## src/rtl/ws281x_pkg.sv

```systemverilog
// ws281x_pkg: shared colour-order codes, FSM states and timing/word helpers for the WS281x driver.
package ws281x_pkg;
  localparam logic [1:0] ORDER_GRB = 2'd0;
  localparam logic [1:0] ORDER_RGB = 2'd1;
  localparam logic [1:0] ORDER_BRG = 2'd2;
  typedef enum logic [2:0] {ST_IDLE, ST_FETCH, ST_LOAD, ST_SEND, ST_LATCH} state_e;
  function automatic int ns_to_cycles(longint clk_hz, longint ns);
    return int'((clk_hz / 1000 * ns) / 1000000);
  endfunction
  // Code 3 is a reserved alias of GRB.
  function automatic logic [23:0] build_word(logic [1:0] order, logic [7:0] r, logic [7:0] g, logic [7:0] b);
    return (order == ORDER_GRB || order == 2'd3) ? {g, r, b} : order == ORDER_RGB ? {r, g, b} : {b, r, g};
  endfunction
endpackage

```

## src/rtl/ws281x_multilane_driver_lane.sv

```systemverilog
// ws281x_lane: per-string shift/shadow registers and the high-time compare that forms one dout bit.
module ws281x_lane #(
  parameter int CW    = 5,
  parameter int T0H_C = 8,
  parameter int T1H_C = 16
) (
  input  logic          clk,
  input  logic          rst,
  input  logic          load,
  input  logic          cap,
  input  logic          shift,
  input  logic          swap,
  input  logic          send,
  input  logic [CW-1:0] cnt,
  input  logic [23:0]   word,
  output logic          dout
);
  logic [23:0] sh_q, sh_d, shadow_q, shadow_d;
  always_comb begin
    sh_d     = load ? word : swap ? shadow_q : shift ? {sh_q[22:0], 1'b0} : sh_q;
    shadow_d = cap ? word : shadow_q;
    dout     = send && (cnt < (sh_q[23] ? CW'(T1H_C) : CW'(T0H_C)));
  end
  always_ff @(posedge clk or posedge rst) begin
    if (rst) begin
      sh_q     <= '0;
      shadow_q <= '0;
    end else begin
      sh_q     <= sh_d;
      shadow_q <= shadow_d;
    end
  end
endmodule

```

## src/rtl/ws281x_multilane_driver.sv

```systemverilog
// ws281x_multilane_driver: NUM_LANES parallel WS281x strings sharing one bit timer and pixel address.
module ws281x_multilane_driver
  import ws281x_pkg::*;
#(
  parameter int CLK_HZ    = 24000000,
  parameter int NUM_LEDS  = 64,
  parameter int NUM_LANES = 4,
  parameter int T0H_NS    = 350,
  parameter int T1H_NS    = 700,
  parameter int BIT_NS    = 1250,
  parameter int RESET_US  = 60,
  localparam int ADDR_W   = NUM_LEDS > 1 ? $clog2(NUM_LEDS) : 1
) (
  input  logic                   clk,
  input  logic                   reset,
  input  logic                   start,
  input  logic                   free_run,
  input  logic [1:0]             colour_order,
  output logic [ADDR_W-1:0]      address,
  input  logic [8*NUM_LANES-1:0] red_in,
  input  logic [8*NUM_LANES-1:0] green_in,
  input  logic [8*NUM_LANES-1:0] blue_in,
  output logic                   busy,
  output logic                   frame_done,
  output logic [NUM_LANES-1:0]   dout
);
  localparam int T0H_C = ns_to_cycles(CLK_HZ, T0H_NS);
  localparam int T1H_C = ns_to_cycles(CLK_HZ, T1H_NS);
  localparam int BIT_C = ns_to_cycles(CLK_HZ, BIT_NS);
  localparam int RST_C = CLK_HZ / 1000000 * RESET_US;
  localparam int CW    = $clog2(BIT_C);
  localparam int LW    = RST_C > 1 ? $clog2(RST_C) : 1;
  localparam logic [CW-1:0]     BIT_LAST  = CW'(BIT_C - 1);
  localparam logic [LW-1:0]     RST_LAST  = LW'(RST_C - 1);
  localparam logic [ADDR_W-1:0] LAST_ADDR = ADDR_W'(NUM_LEDS - 1);
  if (!(T0H_C > 0 && T0H_C < T1H_C && T1H_C < BIT_C && RST_C > 0)) begin : g_bad_timing
    $error("ws281x: need 0 < T0H_C < T1H_C < BIT_C and RST_C > 0");
  end
  state_e            state_q, state_d;
  logic [CW-1:0]     cnt_q, cnt_d;
  logic [4:0]        idx_q, idx_d;
  logic [ADDR_W-1:0] addr_q, addr_d;
  logic [LW-1:0]     lat_q, lat_d;
  logic              last_q, last_d, done_q, done_d;
  logic              load, cap, shift, swap, at_end;
  always_comb begin
    state_d = state_q;
    cnt_d   = cnt_q;
    idx_d   = idx_q;
    addr_d  = addr_q;
    lat_d   = lat_q;
    last_d  = last_q;
    done_d  = 1'b0;
    load    = 1'b0;
    cap     = 1'b0;
    shift   = 1'b0;
    swap    = 1'b0;
    at_end  = cnt_q == BIT_LAST;
    case (state_q)
      ST_IDLE: if (start || free_run) begin
        state_d = ST_FETCH;
        addr_d  = '0;
      end
      ST_FETCH: state_d = ST_LOAD;
      ST_LOAD: begin
        load    = 1'b1;
        idx_d   = 5'd23;
        cnt_d   = '0;
        last_d  = 1'b0;
        state_d = ST_SEND;
      end
      ST_SEND: begin
        cnt_d = at_end ? '0 : cnt_q + 1'b1;
        // Fetch the next pixel during the last bit so the shadow is ready at the boundary.
        if (idx_q == 5'd0 && cnt_q == '0) begin
          last_d = addr_q == LAST_ADDR;
          addr_d = last_d ? addr_q : addr_q + 1'b1;
        end
        cap = idx_q == 5'd0 && cnt_q == CW'(1) && !last_q;
        if (at_end) begin
          if (idx_q != 5'd0) begin
            shift = 1'b1;
            idx_d = idx_q - 5'd1;
          end else if (last_q) begin
            state_d = ST_LATCH;
            lat_d   = '0;
          end else begin
            swap  = 1'b1;
            idx_d = 5'd23;
          end
        end
      end
      ST_LATCH: begin
        lat_d = lat_q + 1'b1;
        if (lat_q == RST_LAST) begin
          done_d  = 1'b1;
          addr_d  = '0;
          state_d = free_run ? ST_FETCH : ST_IDLE;
        end
      end
      default: state_d = ST_IDLE;
    endcase
  end
  always_ff @(posedge clk or posedge reset) begin
    if (reset) begin
      state_q <= ST_IDLE;
      cnt_q   <= '0;
      idx_q   <= '0;
      addr_q  <= '0;
      lat_q   <= '0;
      last_q  <= 1'b0;
      done_q  <= 1'b0;
    end else begin
      state_q <= state_d;
      cnt_q   <= cnt_d;
      idx_q   <= idx_d;
      addr_q  <= addr_d;
      lat_q   <= lat_d;
      last_q  <= last_d;
      done_q  <= done_d;
    end
  end
  assign address    = addr_q;
  assign busy       = state_q != ST_IDLE;
  assign frame_done = done_q;
  for (genvar k = 0; k < NUM_LANES; k++) begin : g_lane
    ws281x_lane #(.CW(CW), .T0H_C(T0H_C), .T1H_C(T1H_C)) u_lane (
      .clk  (clk),
      .rst  (reset),
      .load (load),
      .cap  (cap),
      .shift(shift),
      .swap (swap),
      .send (state_q == ST_SEND),
      .cnt  (cnt_q),
      .word (build_word(colour_order, red_in[8*k+:8], green_in[8*k+:8], blue_in[8*k+:8])),
      .dout (dout[k])
    );
  end
endmodule

```

## config.mk

```make
export PLATFORM = sky130hd
export DESIGN_NAME = ws281x_multilane_driver
export DESIGN_NICKNAME = d
export VERILOG_FILES = /design/src/rtl/ws281x_pkg.sv /design/src/rtl/ws281x_multilane_driver_lane.sv /design/src/rtl/ws281x_multilane_driver.sv
export SDC_FILE = /design/constraint.sdc
export NUM_CORES = 1
export LEC_CHECK = 0
export ABC_AREA = 0
export CAP_MARGIN = 10
export CORE_AREA = 2 2 151 153
export DETAILED_ROUTE_END_ITERATION = 16
export DIE_AREA = 0 0 153 155
export PLACE_DENSITY_LB_ADDON = 0.3
export SLEW_MARGIN = 30
export SYNTH_ARGS = -nofsm -noshare
export SYNTH_HDL_FRONTEND = slang
export SYNTH_SLANG_ARGS = --single-unit
```

## constraint.sdc

```tcl
create_clock -name clk -period 19.2 [get_ports clk]
set_clock_uncertainty 0.05 [all_clocks]
set_input_delay 1.92 -clock clk [delete_from_list [all_inputs] [get_ports clk]]
set_output_delay 1.92 -clock clk [all_outputs]
set_load 0.03 [all_outputs]
```

After elaboration in Yosys (flattened, before gate mapping)

Index checks and enable logic that the tools add are counted.

RAM bits: 0
Register bits: 224
Output and inout port bits: 12
Memory bits (read-only): 0
Memories: 0
Word-level logic and storage cells: 125
Input port bits: 102
Latch bits: 0

Div/mod/pow operators: 0
Eq/ne operators: 18
Add/subtract/negate cells: 4
Multipliers: 0
Mux-type cells: 59
Magnitude comparators: 4
Bitwise operators: 0
Shifts and indexed selects: 0
Reduce and logical (&&, ||, !) cells: 25

Operator list:

| operator                                            | count |
|---|---|
| two-way mux 24 bit                                  | 20 |
| two-way mux 5 bit                                   | 8 |
| two-way mux 11 bit                                  | 3 |
| two-way mux 6 bit                                   | 4 |
| one-hot mux 11 bit (2 select lines)                 | 1 |
| less-than comparator 5 bit                          | 4 |
| one-hot mux 5 bit (2 select lines)                  | 2 |
| one-hot mux 6 bit (3 select lines)                  | 1 |
| two-way mux 3 bit                                   | 5 |
| one-hot mux 3 bit (5 select lines)                  | 1 |
| inequality test 2 bit, second input constant        | 7 |
| two-way mux 1 bit                                   | 13 |
| adder 11 x 1 -> 11 bit, second input constant       | 1 |
| equality test 11 bit, second input constant         | 1 |
| logical NOT 5 bit                                   | 2 |
| AND reduction 5 bit                                 | 2 |
| nonzero test 3 bit                                  | 3 |
| logical AND 1 bit                                   | 7 |
| adder 6 x 1 -> 6 bit, second input constant         | 1 |
| equality test 3 x 2 -> 1 bit, second input constant | 2 |
| equality test 6 bit, second input constant          | 1 |
| adder 5 x 1 -> 5 bit, second input constant         | 1 |
| equality test 5 x 1 -> 1 bit, second input constant | 1 |
| equality test 5 bit, second input constant          | 1 |
| 16 further kinds                                    | 18 |

Depth between registers and ports, before layout

Gate-level depths: netlist of run 1.

Word-level depth: 7
Gate-level depth with buffers: 10
Gate-level depth less buffers: 7

Modules after synthesis

A second synthesis of run 1 with hierarchy kept.

Cell total of the unflattened synthesis: 1143
Area, all modules: 13543.0 µm²

By module, submodules not included:

| module                  | area each (µm²) | times used | cells each | sequential area each (µm²) |
|---|---|---|---|---|
| ws281x_lane             | 2556.2          | 4          | 189        | 1201.2 |
| ws281x_multilane_driver | 3318.2          | 1          | 387        | 800.8 |

Least setup slack after synthesis of run 1

Ideal clock, no wire load.

Path kind: input to register
From: input colour_order[1]
To: register g_lane[0].u_lane.sh_q[18]
Setup slack: 15.355 ns
Path buffers: 3
Library setup time: 0.121 ns
Arrival: 3.674 ns
Data required time: 19.029 ns
Cell stages on the path: 10
Cells stage by stage: inv_1 ha_1 clkbuf_1 buf_1 buf_2 mux2i_1 nor2_1 a21oi_1 a21oi_1 a22o_1

Word-level cells in the longest chain between the ends: 4
Elaborated cells on any way between the ends: 7
Classes of those cells: 2 x eq/ne; 3 x mux; 2 x reduce/logical

Ends and longest elaborated chain:

| item                                                          | RTL line                           | text |
|---|---|---|
| start: declaration                                            | ws281x_multilane_driver.sv:18      | `input logic [1:0] colour_order,` |
| equality test 2 x 1 -> 1 bit (tied with other cells)          | ws281x_pkg.sv:12                   | `return (order == ORDER_GRB \|\| order == 2'd3) ? {g, r, b} : order == ORDER_RGB ? {r, g, b} : {b, r, g};` |
| two-way mux 24 bit / logical OR 1 bit (equally long branches) | ws281x_pkg.sv:12                   |  |
| two-way mux 24 bit *                                          | ws281x_pkg.sv:12                   |  |
| two-way mux 24 bit *                                          | ws281x_multilane_driver_lane.sv:20 | `sh_d = load ? word : swap ? shadow_q : shift ? {sh_q[22:0], 1'b0} : sh_q;` |
| end signal: assignment                                        | ws281x_multilane_driver_lane.sv:26 | `sh_q <= '0;` |
| end signal: assignment                                        | ws281x_multilane_driver_lane.sv:29 | `sh_q <= sh_d;` |
| end: declaration                                              | ws281x_multilane_driver_lane.sv:18 | `logic [23:0] sh_q, sh_d, shadow_q, shadow_d;` |

Mark *: on every way between the ends. The rest lies on a longest branch, timed or not.
A chain may end at the register's enable or synchronous reset.

Worst setup path after layout of run 1

From: register state_q[0]
To: output dout[1]

Word-level cells in the longest chain between the ends: 2

Ends and longest elaborated chain:

| item                         | RTL line                           | text |
|---|---|---|
| start: declaration           | ws281x_multilane_driver.sv:39      | `state_e state_q, state_d;` |
| start signal: assignment     | ws281x_multilane_driver.sv:114     | `state_q <= state_d;` |
| equality test 3 x 2 -> 1 bit | ws281x_multilane_driver.sv:134     | `.send (state_q == ST_SEND),` |
| logical AND 1 bit            | ws281x_multilane_driver_lane.sv:22 | `dout = send && (cnt < (sh_q[23] ? CW'(T1H_C) : CW'(T0H_C)));` |
| end: declaration             | ws281x_multilane_driver.sv:25      | `output logic [NUM_LANES-1:0] dout` |

No other way between the ends.

==> metrics.txt, run 1 <==
hold_sp g_lane[0].u_lane.shadow_q[10]; RR Endpoint g_lane[2].u_lane.sh_q[21]; CP max stage delay 680 ps; routability cong. 0.816; Syn. warnings 0; largest net degree at the start of global routing approximately 110; r2r startpoint state_q[0]; I/O Buffers 113; via count 9867; Worst Tran Pin Value slightly below 1000 ps; number of max-cap violations 0; critical path, cell by cell buf_4 > and3b_1 > nand2_1 > nor2_1 > clkdlybuf4s50_1; max-slew violations 0; Tcrit/Tclk final 25.8%; Ant. Diodes 0; Adder-Cell Fraction of Synth Area 1.15%; post-synthesis xor/xnor area fraction 0.294%; area occupied by multi-input gates 5770 um2; CTS tree built; row count 55; Post-synth EDFFs 0; clock root buffer clkbuf_16; Num CTS Buffers 24; Setup Crit Path Kind register to primary output; worst skew pair latency 520 ps; syn_nets 1410; Starting Density 53.6%; Clk pin slew, worst setup/hold paths about 60 ps; FF+latch count, synth 224; Residual DRC 0; PwrDens 79.2 nW/um2; status finished clean; Yosys cell types 60; total power draw 0.00110 W; crit path time final 4940 ps; antenna-violating nets left 0; vias in the first global route 9732; mux cell area share after synthesis 8.81%; worst hold slack 429 ps; Slew headroom 35.3%; CP Launch Type register; Max Root-Sink Buffers 3; total gr overflow 0; Cells after Synth 1297; Fill cells 1883; Avg WL per Cell roughly 18 um; Required @ worst endpoint 17230 ps; NumNets Final between 1000 and 1500; critical path arrival 2970 ps; DR iter-0 viols 775; Worst setup EP type primary output; slowest CP cell and3b_1; average size of a mapped cell 9.19 um2; Final Core Density a little over three fifths; complex-gate fraction of the synthesized area 22.6%; DIE HEIGHT 155 um; share of cells above drive strength 1 8.84%; Worst R2R Path Depth 7; Core Box Area 22200 um2; Tot GR Track Use 25.1%; ys async rst share 100%; final-report hold violation count 0; final setup vio count 0; DP HPWL 18000 um; first-pass GRT wire length slightly below 50000 um; htree depth 1; Setup Buffers After CTS 0; main combinational cell family by area after synthesis compound AO/OA/AOI/OAI gates; area delta synth->final 16.4%; Crit Path Max Fanout 61; ys flop type dfrtp_1; register area approximately 5600 um2; die area around 24000 um2; Detailed Routing Iterations Pass 1 5; VDD IR max around 0.06 mV; IO Pins 114; RSZ-0062 raised after global routing false; post-synthesis sequential area ratio 47.0%; Post-Route WL roughly 30000 um; Worst R2R Setup Slack 15410 ps; hold path endpoint g_lane[0].u_lane.shadow_q[10]; number of hold buffers added after CTS 0; die width 153 um; TNS Setup 0 ps; f_max 202 MHz; initial antenna violation count 0; Hold WC Path Type register to register; hold depth 2; # clock sinks about 220; Simple-Gate Fraction of Synth Area between 10% and 20%; Post-CTS Resized 0; Via density 6.01; Cell Area, Synth 11900 um2; leakage power just under 6 nW
cells in the final DEF, fill, tap and decap left out, types with 5 or more instances in the layout:
master	netlist	final
o221ai_1	13	13
o22ai_1	8	8
inv_1	13	12
nor2_1	108	106
or3_1	9	9
nand4_1	5	5
clkbuf_1	77	6
o21ai_1	41	41
nand3_1	18	18
buf_4	4	15
nand2_1	235	234
mux2i_1	96	96
nor3_1	32	31
clkbuf_16	0	25
dfrtp_1	224	223
o221ai_2	40	40
a22o_1	25	25
o211ai_1	7	7
a21oi_1	61	61
mux2_2	8	8
ha_1	11	10
a31oi_1	5	5
clkdlybuf4s50_1	0	113
o21ai_0	167	167
clkinv_2	0	5
registers in the layout (all words and copies together), names as in the netlist:
signal                  count
g_lane.u_lane.shadow_q     96
idx_q                       5
lat_q                      11
last_q                      1
state_q                     3
cnt_q                       5
frame_done                  1
g_lane.u_lane.sh_q         96
address                     6
cell usage after synthesis, drive strengths merged, types with 10 or more instances:
master | count | area share [%]
nand2 | 235 | 7.4
dfrtp | 224 | 47
o21ai | 209 | 8.8
nor2 | 108 | 3.4
mux2i | 96 | 8.1
clkbuf | 77 | 2.4
a21oi | 62 | 2.6
o221ai | 53 | 6.0
buf | 36 | 2.2
nor3 | 32 | 1.3
a22o | 25 | 1.8
nand3 | 18 | 0.76
inv | 13 | 0.41
ha | 11 | 1.2
or3 | 10 | 0.57
layer usage:
layer | share of wire, % | GRT usage (%) | vias to the layer above
li1 | - | - | 4721
met3 | 6.1 | 4.32 | 56
met5 | 0 | 0 | -
met1 | 45 | 35.1 | 4798
met4 | 2.3 | 6.83 | 0
met2 | 47 | 41.0 | 292
cells by family after synthesis:
group | count (synthesis)
AO/OA/AOI/OAI | 399
XOR/XNOR | 4
adder cells (fa/ha/maj) | 11
buffers and inverters | 126
flip-flops | 224
multiplexers | 104
AND/OR/NAND/NOR | 429
worst max-delay path by stage:
stage                                end  cells past startpoint       startpoint
6_report                         dout[1]                      5       state_q[0]
5_1_grt                          dout[1]                      5       state_q[0]
4_1_cts                          dout[1]                      5       state_q[0]
3_5_place_dp   g_lane[2].u_lane.sh_q[10]                      9  colour_order[0]
3_3_place_gp   g_lane[0].u_lane.sh_q[20]                      4            reset
2_1_floorplan                 address[0]                      1            reset
layout make-up:
class / count / area share, %
Multi-Input combinational cell: 947 / 41.6
Sequential cell: 224 / 40.4
Timing Repair Buffer: 130 / 9.24
Clock buffer: 35 / 5.07
Tap cell: 285 / 2.57
Clock inverter: 9 / 0.730
Inverter: 13 / 0.406
worst max-delay path: cells and delay by family, from the launching register on:
kind          cells  cell delay, ps
buf+inv           2            1210
flops             1             340
simple gates      3             890
stage by stage:
| step | area (um2) | setup WS (ps) | instances |
|---|---|---|---|
| after floorplan | 11900 | 11100 | 1297 |
| after global routing | 13900 | 14020 | 1643 |
| after detailed placement | 13100 | 14330 | 1599 |
| after CTS | 13900 | 14250 | 1643 |
| final | 13900 | 14260 | 1643 |
| after global placement | 13000 | 14430 | 1598 |
power by group:
part | leakage, nW | internal (W) | switching (W)
clock network | 0.396 | 0.000281 | 0.000190
logic | 3.15 | 0.0000589 | 0.0000643
registers | 2.36 | 0.000491 | 0.0000130
No activity file was read; power rests on OpenSTA's default activity.
==> inputs of run 2 (changes only) <==
==> constraint.sdc (replaced) <==
create_clock -name clk -period 4.9 [get_ports clk]
set_clock_uncertainty 0.05 [all_clocks]
set_input_delay 0.49 -clock clk [delete_from_list [all_inputs] [get_ports clk]]
set_output_delay 0.49 -clock clk [all_outputs]
set_load 0.03 [all_outputs]
==> run 2 against run 1 <==
Core utilization up 0.24 points. Cell count up 0.12%. Combinational power rose to 3.9 times the previous value. Register-to-register slack worse by 14000 ps. Wire length up 0.42%. Hold slack worse by 6.3 ps. Sequential power rose to 3.9 times the previous value. Setup slack worse by 13000 ps. Design area up 0.39%. Via count up 0.27%.
==> metrics.txt, run 2 (synthesis gave the netlist of run 1 again) <==
status finished clean; final-report hold violation count 0 (unchanged); worst hold slack 422 ps (-6.26 ps); Worst Tran Pin Value 935 ps (-35.3 ps); critical path arrival 2800 ps (-170 ps); Setup Buffers After CTS 0 (unchanged); via count 9894 (+0.27%); most frequent cells in the layout nand2_1 (234), dfrtp_1 (223), o21ai_0 (167); Post-CTS Resized 0 (unchanged); Residual DRC 0 (unchanged); worst skew pair latency 520 ps (about the same); Setup Crit Path Kind register to primary output; crit path time final around 3300 ps; DR iter-0 viols 735 (-5.2%); routability cong. 0.799 (-2.1%); htree depth 1 (unchanged); Hold WC Path Type register to register; VDD IR max 0.207 mV (+240%); CTS tree built; f_max 299 MHz; first-pass GRT wire length 50300 um (+1.5%); Num CTS Buffers 25 (+4.2%); Detailed Routing Iterations Pass 1 5 (unchanged); area delta synth->final 16.8%; vias in the first global route 9834 (+1.0%); Largest regs g_lane.u_lane.sh_q (96), g_lane.u_lane.shadow_q (96), lat_q (11); total gr overflow 0 (unchanged); CP Launch Type register; Tot GR Track Use 25.6% (+0.41 points); Crit Path Max Fanout 28 (-54%); Required @ worst endpoint 4360 ps (-12870 ps); row count 55 (unchanged); antenna-violating nets left 0 (unchanged); NumNets Final 1455 (+0.14%); clock root buffer clkbuf_16; Clk pin slew, worst setup/hold paths 60 ps (about the same); die width 153 um (unchanged); Avg WL per Cell 18.3 um (+0.30%); IO Pins 114 (unchanged); Starting Density 53.6% (unchanged); die area 23700 um2 (unchanged); max-slew violations 0 (unchanged); leakage power 5.93 nW (+0.38%); number of hold buffers added after CTS 0 (unchanged); Ant. Diodes 0 (unchanged); number of max-cap violations 0 (unchanged); Tcrit/Tclk final between 60% and 70%; final setup vio count 0 (unchanged); Post-Route WL 30000 um (+0.42%); TNS Setup 0 ps (unchanged); largest net degree at the start of global routing 154 (+41%); Worst R2R Path Depth 8 (+1); Core Box Area 22200 um2 (unchanged); Fill cells 1845 (-2.0%); Via density 6.01 (+0.15%); share of cells above drive strength 1 8.90% (+0.061 points); Worst setup EP type primary output; # clock sinks 224 (unchanged); initial antenna violation count 0 (unchanged); I/O Buffers 113 (unchanged); Max Root-Sink Buffers 3 (unchanged); DIE HEIGHT 155 um (unchanged); Final Core Density 62.7% (+0.24 points); RSZ-0062 raised after global routing false; commonest non-fill, non-tap cell in the layout nand2_1; Slew headroom 37.5% (+2.2 points); DP HPWL 18200 um (+1.2%); hold depth 2 (unchanged); PwrDens 314 nW/um2 (+300%)
[run 2: cell count changes in the layout (fill, tap and decap cells not counted)]
cell / previous run / this run
bufinv_16: 2 / 3
buf_4: 15 / 14
clkinv_4: 1 / 0
nor3_4: 0 / 1
nor3_2: 1 / 0
inv_8: 1 / 0
clkbuf_1: 6 / 7
buf_16: 1 / 0
buf_12: 0 / 3
inv_6: 0 / 1
[run 2: power by group]
| part | leakage [nW] | internal (W) | switching (W) | total [W] |
|---|---|---|---|---|
| Clock | 0.412 | 0.00116 | 0.000753 | 0.00191 |
| Sequential | 2.36 | 0.00193 | 0.0000521 | 0.00198 |
| Combinational | 3.16 | 0.000233 | 0.000251 | 0.000484 |
[run 2: critical path: stages (launching register included)]
cell and delay (ps):
dfrtp_2 670, and3b_1 680, nand2_1 100, nor2_1 140
clkdlybuf4s50_1 680
[run 2: metrics by stage]
step	instances	total power (W)	instance area, um2	setup WS, ps
finish	1645	0.00437	13900	1560
global route	1645	0.00453	13900	1360
CTS	1645	0.00441	13900	1550
detailed placement	1600	0.00249	13100	1610
global placement	1600	0.00248	13100	1640
floorplan	1297	0.00230	11900	1440
[run 2: path summary, 6_finish.rpt]
check | from | to | slack (ps)
worst min register to register | g_lane[0].u_lane.shadow_q[12] | g_lane[0].u_lane.shadow_q[12] | 420
min in group asynchronous | reset | g_lane[3].u_lane.shadow_q[11] | 440
worst max-delay path | state_q[0] | dout[1] | 1560
worst min-delay path | g_lane[0].u_lane.shadow_q[12] | g_lane[0].u_lane.shadow_q[12] | 420
max in group asynchronous | reset | state_q[0] | 3310
worst max register to register | idx_q[0] | g_lane[1].u_lane.sh_q[2] | 1610
[run 2: layout make-up]
type / count / area [um2] / area share [%]
Tap cell: 285 / 357 / 2.56
Clock buffer: 36 / 707 / 5.08
Multi-Input combinational cell: 947 / 5770 / 41.5
Clock inverter: 9 / 124 / 0.889
Inverter: 13 / 52.6 / 0.377
Timing Repair Buffer: 131 / 1310 / 9.39
Sequential cell: 224 / 5610 / 40.3
[run 2: layer usage]
metal	track usage, %	up-vias	wire [um]
met2	43.3	282	14400
met3	3.34	38	1610
li1	-	4717	-
met1	35.2	4857	13600
met4	6.53	0	489
met5	0	-	0
==> inputs of run 3 (changes only) <==
--- a/config.mk
+++ b/config.mk
@@ -7,9 +7,9 @@
 export LEC_CHECK = 0
 export ABC_AREA = 0
 export CAP_MARGIN = 10
-export CORE_AREA = 2 2 151 153
+export CORE_AREA = 2 2 155 157
 export DETAILED_ROUTE_END_ITERATION = 16
-export DIE_AREA = 0 0 153 155
+export DIE_AREA = 0 0 157 159
 export PLACE_DENSITY_LB_ADDON = 0.3
 export SLEW_MARGIN = 30
 export SYNTH_ARGS = -nofsm -noshare
==> constraint.sdc (replaced) <==
create_clock -name clk -period 2.7 [get_ports clk]
set_clock_uncertainty 0.05 [all_clocks]
set_input_delay 0.27 -clock clk [delete_from_list [all_inputs] [get_ports clk]]
set_output_delay 0.27 -clock clk [all_outputs]
set_load 0.03 [all_outputs]
==> run 3 against run 2 <==
Power grew 85%. Combinational power grew 89%. Via count grew 1.0%. Global-route usage shrank 0.80 points. Sequential power grew 81%. Register-to-register slack lost 1500 ps. Sequential share of layout area shrank 1.2 points. Wire length grew 2.2%. Count of clock-buffer cells in the layout shrank 2. Setup slack lost 1400 ps. Critical endpoint is now g_lane[1].u_lane.sh_q[4]. Die area grew 5.3%. Non-clock buffer count grew 24.
==> metrics.txt, run 3 (synthesis gave the netlist of run 1 again) <==
first-pass GRT wire length 50500 um (+0.27%); final instance area 14400 um2 (+3.1%); most frequent cells in the layout nand2_1 (234), dfrtp_1 (223), o21ai_0 (165); Core Box Area 23200 um2 (+4.3%); NumNets Final 1479 (+1.6%); worst skew pair latency 540 ps (+20 ps); Avg WL per Cell 18.0 um (-1.4%); f_max ~390 MHz; Crit Path Max Fanout 17 (-39%); Num CTS Buffers 25 (unchanged); Max Root-Sink Buffers 3 (unchanged); GR met3 Demand/Resource 2.94% (-0.40 points); DP Area 13400 um2 (+2.5%); IO Pins 114 (unchanged); leakage power 6.14 nW (+3.5%); Slew headroom 47.1% (+9.6 points); row count 56 (+1.8%); Detailed Routing Iterations Pass 1 5 (unchanged); total gr overflow 0 (unchanged); RSZ-0062 raised after global routing false; critical path arrival 2970 ps (+170 ps); I/O Buffers 113 (unchanged); PwrDens 565 nW/um2 (+80%); Fill cells 1941 (+5.2%); number of max-cap violations 0 (unchanged); die width 157 um (+2.6%); final setup vio count 0 (unchanged); DIE HEIGHT 159 um (+2.6%); register area 5610 um2 (unchanged); largest net degree at the start of global routing 193 (+25%); Ant. Diodes 0 (unchanged); via count 9995 (+1.0%); area occupied by multi-input gates 5780 um2 (about the same); DR iter-0 viols 776 (+5.6%); CTS tree built; vias in the first global route 9996 (+1.6%); htree depth 1 (unchanged); share of cells above drive strength 1 11.3% (+2.4 points); Worst Tran Pin Value 793 ps (-142 ps); routability cong. 0.826 (+3.4%); # clock sinks 224 (unchanged); Tcrit/Tclk final 95.6%; busiest grt layer met2; total power draw 0.00811 W (+85%); antenna-violating nets left 0 (unchanged); DP HPWL 19600 um (+7.7%); VDD IR max 0.346 mV (+68%); critical path, cell by cell inv_1 > ha_2 > or4b_4 > or3_4 > a21oi_4 > buf_4 > buf_12 > o221ai_1 > o21ai_0; Clk pin slew, worst setup/hold paths 60 ps (about the same); crit path time final 2580 ps; Required @ worst endpoint 3090 ps (-1270 ps); Worst setup EP type register; TNS Setup 0 ps (unchanged); clock root buffer clkbuf_16; status finished clean; Tot GR Track Use 24.8% (-0.80 points); met2 usage 40.2% (-3.0 points); final-report hold violation count 0 (unchanged); area delta synth->final 20.4%; die area 25000 um2 (+5.3%); Hold WC Path Type input port to async pin; Residual DRC 0 (unchanged); Post-Route WL 30700 um (+2.2%); Starting Density 51.4% (-2.2 points); CP max stage delay 510 ps (-170 ps); initial antenna violation count 0 (unchanged); Via density 5.87 (-2.5%); Largest regs g_lane.u_lane.sh_q (96), g_lane.u_lane.shadow_q (96), lat_q (11); commonest non-fill, non-tap cell in the layout nand2_1; met1 Use GR 34.6% (-0.54 points); slowest CP cell or4b_4; Setup Crit Path Kind register to register; max-slew violations 0 (unchanged); CP Launch Type register
[run 3: cell types whose count changed in the layout (fill, tap and decap cells not counted), moves of 2 or more]
cell / delta
buf_12: +12
clkbuf_1: -4
buf_4: +16
nor3_2: +2
clkdlybuf4s50_1: -4
o21ai_0: -2
o21ai_1: +2
clkbuf_8: +2
[run 3: cell type report]
class	instances	share of cell area, %
Inverter	13	0.366
Clock inverter	12	1.15
Tap cell	319	2.78
Multi-Input combinational cell	947	40.2
Clock buffer	34	5.01
Sequential cell	224	39.0
Timing Repair Buffer	155	11.4
[run 3: timing repair]
| item | in CTS | in global routing |
|---|---|---|
| endpoints found under the setup margin | 0 | 23 |
| gates resized for setup | 0 | 4 |
| hold endpoints to repair | 0 | 0 |
| setup buffers | 0 | 3 |
| hold buffers | 0 | 0 |
[run 3: critical path: cells and delay by family, from the launching register on]
kind	cells	cell delay (ps)
DFF	1	410
buffers and inverters	3	400
AOI/OAI and AO/OA	3	470
adders and majority gates	1	210
and+or+nand+nor	2	930
[run 3: path summary, 6_finish.rpt]
path,start,endpoint,slack [ps],cells after the start
min reg2reg,g_lane[0].u_lane.shadow_q[16],g_lane[0].u_lane.shadow_q[16],430,2
max reg2reg,idx_q[0],g_lane[1].u_lane.sh_q[4],120,9
max,idx_q[0],g_lane[1].u_lane.sh_q[4],120,9
min in group clk,red_in[29],g_lane[3].u_lane.shadow_q[13],390,3
min,reset,g_lane[3].u_lane.shadow_q[11],9,2
max in group asynchronous,reset,g_lane[3].u_lane.sh_q[13],1680,4
[run 3: where the power goes]
part | leakage (nW) | internal [W] | switching (W)
Combinational | 3.34 | 0.000450 | 0.000466
Clock | 0.441 | 0.00217 | 0.00143
Sequential | 2.36 | 0.00349 | 0.0000971
Total | 6.14 | 0.00612 | 0.00199
[run 3: per-layer routing]
layer  vias up  part of all wire, %  routed length [um]
li1       4773                    -                   -
met1      4886                   44               13500
met2       287                   48               14600
met3        49                  5.7                1740
met4         0                  2.6                 790
met5         -                    0                   0
[run 3: stage by stage]
stage	util [%]	hold slack (ps)	setup WS, ps	instances
final	61.9	8.82	119	1704
after global routing	61.9	20.1	4.04	1704
after CTS	61.7	3.72	40.0	1700
after detailed placement	57.9	418	68.2	1654
after global placement	57.9	406	188	1654
after floorplan	-	393	-544	1297
